## src/rtl/fifo_reader.sv

```systemverilog
// Read-side adapter: drains the synchronous fifo into a valid/ready stream through a 2-entry skid buffer.
// Define FIFO_READER_STATS_EN to add the words_out / stall_cycles statistics outputs.
module fifo_reader #(
  parameter int FIFO_WIDTH  = 4,
  parameter int N_ADDR_BITS = 2
) (
  input  logic                  clk,
  input  logic                  reset,
  input  logic                  fifo_empty,
  input  logic [FIFO_WIDTH-1:0] fifo_rd_data,
  output logic                  rd_en,
  output logic                  out_valid,
  output logic [FIFO_WIDTH-1:0] out_data,
  input  logic                  out_ready,
  output logic                  busy
`ifdef FIFO_READER_STATS_EN
  ,
  output logic [15:0]           words_out,
  output logic [15:0]           stall_cycles
`endif
);

  typedef enum logic [1:0] {
    EMPTY = 2'd0,
    ONE   = 2'd1,
    TWO   = 2'd2
  } occ_t;

  occ_t                  state;
  occ_t                  state_next;
  logic                  inflight;
  logic                  land;
  logic                  pop;
  logic [1:0]            held;
  logic [FIFO_WIDTH-1:0] buf0;
  logic [FIFO_WIDTH-1:0] buf1;
  logic [FIFO_WIDTH-1:0] buf0_next;
  logic [FIFO_WIDTH-1:0] buf1_next;

  // The statistics counters are 16 bits wide, so the fifo they watch must stay addressable within that range.
  if (N_ADDR_BITS < 1 || N_ADDR_BITS > 16) begin : g_addr_bits_check
    $error("fifo_reader: N_ADDR_BITS out of range");
  end

  // State register: occupancy, read-in-flight flag and the two buffer slots.
  always_ff @(posedge clk or posedge reset) begin
    if (reset) begin
      state    <= EMPTY;
      inflight <= 1'b0;
      buf0     <= '0;
      buf1     <= '0;
    end else begin
      state    <= state_next;
      inflight <= rd_en;
      buf0     <= buf0_next;
      buf1     <= buf1_next;
    end
  end

  // Next-state logic: a word lands the cycle after rd_en; buf0 is always the head.
  always_comb begin
    state_next = state;
    buf0_next  = buf0;
    buf1_next  = buf1;
    land       = inflight;
    case (state)
      EMPTY: begin
        if (land) begin
          state_next = ONE;
          buf0_next  = fifo_rd_data;
        end else begin
          state_next = EMPTY;
        end
      end
      ONE: begin
        if (land && !pop) begin
          state_next = TWO;
          buf1_next  = fifo_rd_data;
        end else if (land && pop) begin
          state_next = ONE;
          buf0_next  = fifo_rd_data;
        end else if (pop) begin
          state_next = EMPTY;
        end else begin
          state_next = ONE;
        end
      end
      TWO: begin
        // Land without pop cannot happen here: rd_en is withheld once two words are owned.
        if (pop) begin
          buf0_next = buf1;
          if (land) begin
            state_next = TWO;
            buf1_next  = fifo_rd_data;
          end else begin
            state_next = ONE;
          end
        end else begin
          state_next = TWO;
        end
      end
      default: begin
        state_next = EMPTY;
      end
    endcase
  end

  // Output logic: stream handshake and read issue; out_ready feeds rd_en combinationally.
  always_comb begin
    out_valid = (state != EMPTY);
    out_data  = buf0;
    busy      = inflight | (state != EMPTY);
    pop       = out_valid & out_ready;
    held      = state + {1'b0, inflight} - {1'b0, pop};
    rd_en     = !reset & !fifo_empty & (held < 2'd2);
  end

`ifdef FIFO_READER_STATS_EN
  // Statistics: pop count wraps, stall count saturates.
  always_ff @(posedge clk or posedge reset) begin
    if (reset) begin
      words_out    <= 16'd0;
      stall_cycles <= 16'd0;
    end else begin
      if (pop) begin
        words_out <= words_out + 16'd1;
      end else begin
        words_out <= words_out;
      end
      if (out_valid && !out_ready && (stall_cycles != 16'hFFFF)) begin
        stall_cycles <= stall_cycles + 16'd1;
      end else begin
        stall_cycles <= stall_cycles;
      end
    end
  end
`endif

endmodule
```

## config.mk

```make
export PLATFORM = sky130hd
export DESIGN_NAME = fifo_reader
export DESIGN_NICKNAME = d
export VERILOG_FILES = /design/src/rtl/fifo_reader.sv
export SDC_FILE = /design/constraint.sdc
export NUM_CORES = 1
export LEC_CHECK = 0
export CAP_MARGIN = 20
export CORE_MARGIN = 10
export CORE_UTILIZATION = 25
export DETAILED_ROUTE_END_ITERATION = 16
export PLACE_DENSITY = 0.51
export SLEW_MARGIN = 10
export SYNTH_ARGS = -nofsm -noshare
export SYNTH_HDL_FRONTEND = slang
export SYNTH_SLANG_ARGS = --single-unit
```

## constraint.sdc

```tcl
create_clock -name clk -period 2.4 [get_ports clk]
set_input_delay 0.48 -clock clk [delete_from_list [all_inputs] [get_ports clk]]
set_output_delay 0.48 -clock clk [all_outputs]
set_load 0.02 [all_outputs]
```

==> metrics.md <==
| Metric | Value |
|---|---|
| P per Cell Area | 1070 nW/um^2 |
| Clock buffer depth | 2 |
| Clk_lat worst skew | 0.26 ns |
| Pre-antenna DRT Iters | 2 |
| Cts hold-fix bufs | 0 |
| Async S/R FF share, synth | 100% |
| Setup Slack @ Placement | -0.417 ns |
| EDFF count, synth | 0 |
| TNS Setup | 0 ns |
| Placer Congestion | 0.872 |
| Clock sink count | 11 |
| Worst Setup Path Type | reg2out |
| Starting Density | 26.4% |
| I/O pins | 15 |
| Crit-path max FO | 2 |
| Max-slew headroom | 72.1% |
| Max VDD drop | 0.000384 V |
| Die Footprint | 4670 sq um |
| Worst slew pin tran | 0.418 ns |
| Leakage | around 0.38 nW |
| Inst Count DP | 98 |
| Post-CTS setup buffer count | 0 |
| Pin count of the biggest net entering global routing | 12 |
| Slew Limit Fails | 0 |
| Area growth syn-to-layout | 47.5% |
| Avg Inst Size Synth | around 12 sq um |
| H-tree depth | 1 |
| CTS Root Cell | clkbuf_4 |
| Worst Setup End Kind | output pin |
| Layout Skew | just over 0.003 ns |
| Vias per inst | about 4.2 |
| Drt initial violations | 6 |
| Synth warn | 0 |
| Layout cells sized above 1 | 45.9% |
| Final setup vio count | 0 |
| Net Count, Synth | 56 |
| Drc violations | 0 |
| Max-Cap Viols | 0 |
| Fin crit period | 2.31 ns |
| Hold Vio Cnt, Final | 0 |
| CTS buffer count | 3 |
| Top cells by count, synth | 11 x dfrtp_1, 8 x mux2_2, 4 x mux2_4 |
| Worst setup SP type | register |
| Tcrit/Tclk final | 96.3% |
| Clock-pin transition on the worst setup and hold timing paths | 0.06 ns |
| Total gr overflow | 0 |
| Wire per inst | 12.0 um |
| IO Port Bufs | 14 |
| Sequential area share after synthesis | 47.1% |
| Crit path arrival time | 1.83 ns |
| Chip Width | about 68 um |
| GRT Total Usage | 5.67% |
| Synth top area cells | dfrtp_1 47%, mux2_2 15%, mux2_4 10%, a31oi_4 3.6%, ha_1 2.1% |
| Area share of the leading cell type in the synthesized netlist | 47.1% |
| Initial antenna violation count | 0 |
| Main synth FF type | dfrtp_1 |
| Synthesized area | a little under 600 sq um |
| Row count | 17 |
| Final nets | 84 |
| Most frequent cell after synthesis | dfrtp_1 |
| Required @ worst endpoint | 1.92 ns |
| Number of global-route vias before repair | between 400 and 500 |
| Detail Route Antenna Nets | 0 |
| # diodes | 0 |
| Placed cell areas | 823 sq um |
| Final WL | 1220 um |
| FF+latch count, synth | 11 |
| TritonCTS clock tree | done |
| Worst hold path class | reg2reg |
| Mapped Cells | 47 |
| Synth area leader | dfrtp_1 |
| Final setup margin | 0.0877 ns |
| Post-route cell area | 862 sq um |
| Wire length of the first global-routing pass | approximately 2000 um |
| Post-Layout Cell Count | between 100 and 150 |
| F_max | 432 MHz |
| Vert. Die Dim | 68.3 um |
| Outcome | complete, no violations |
| Total number of vias | 433 |
| Core area | 2210 sq um |
| Netlist cell types | 21 |
-- placed cells by master (no fill, tap or decap), drive strengths merged --
cell type and n:
a21oi 2, a31oi 1, buf 11, clkbuf 4
clkdlybuf4s50 13, dfrtp 11, ha 1, inv 3
mux2 12, mux2i 1, nand2 3, nand2b 2
nand3 1, nor2 2, nor4 1, o21ai 3
o22ai 1, or2 1, or3 1
-- sequential cells by signal, summed over array words and instances (netlist names) --
register / cells
inflight: 1
buf1: 4
state: 2
out_data: 4
-- through the flow --
stage	hold slack [ns]	utilization [%]	power [mW]
2_1_floorplan	0.332	-	0.599
3_3_place_gp	0.488	37.2	0.796
3_5_place_dp	0.495	37.2	0.803
4_1_cts	0.511	38.5	0.927
5_1_grt	0.527	39.0	0.999
6_report	0.503	39.0	0.925
-- metal layers --
layer / vias up / routed length (um) / GRT usage, %
li1: 221 / - / -
met1: 202 / 471 / 5.88
met2: 8 / 655 / 9.53
met3: 2 / 68 / 2.45
met4: 0 / 26 / 3.02
met5: - / 0 / 0
-- final timing paths --
kind                                         startpoint                      end  slack, ns  cells past startpoint
worst max-delay path                 state[1]$_DFF_PP0_                    rd_en       0.09                      7
worst min-delay path            out_data[3]$_DFFE_PP0P_  out_data[3]$_DFFE_PP0P_       0.50                      1
worst max register to register       state[1]$_DFF_PP0_  out_data[2]$_DFFE_PP0P_       0.54                      7
worst min register to register  out_data[3]$_DFFE_PP0P_  out_data[3]$_DFFE_PP0P_       0.50                      1
max in group asynchronous                         reset  out_data[0]$_DFFE_PP0P_       1.55                      2
min in group asynchronous                         reset       inflight$_DFF_PP0_       0.56                      2
-- critical path: stages (launching register included) --
cell     delay, ns
dfrtp_1       0.40
or2_4         0.26
nand2_1       0.06
ha_2          0.17
buf_4         0.11
a21oi_2       0.05
nor4_2        0.32
buf_4         0.20
-- report_power, final --
part	switching (mW)	total [mW]	internal, mW
sequential	0.0400	0.310	0.270
combinational	0.217	0.495	0.278
clock	0.0558	0.120	0.0642
-- final cells by class --
| cell class | count | area (sq um) |
|---|---|---|
| sequential | 11 | 275 |
| fill | 236 | 1350 |
| tap | 28 | 35.0 |
| multi-input combinational | 32 | 302 |
| clock buffer | 4 | 26.3 |
| timing repair buffer | 24 | 213 |
| inverter | 3 | 11.3 |
-- cell families (layout without fill, tap and decap cells) --
family	Yosys count	after routing	synth area share (%)
buf+inv	4	31	3.85
flops	11	11	47.1
compound gates	7	7	9.64
fa+ha+maj	1	1	2.14
mux	13	13	27.4
simple gates	11	11	9.85
-- repair_timing --
action | CTS | global route
pin swaps | 0 | 2
gates resized for setup | 6 | 4
endpoints found under the setup margin | 1 | 1
Power figures use the tool's default switching activity.
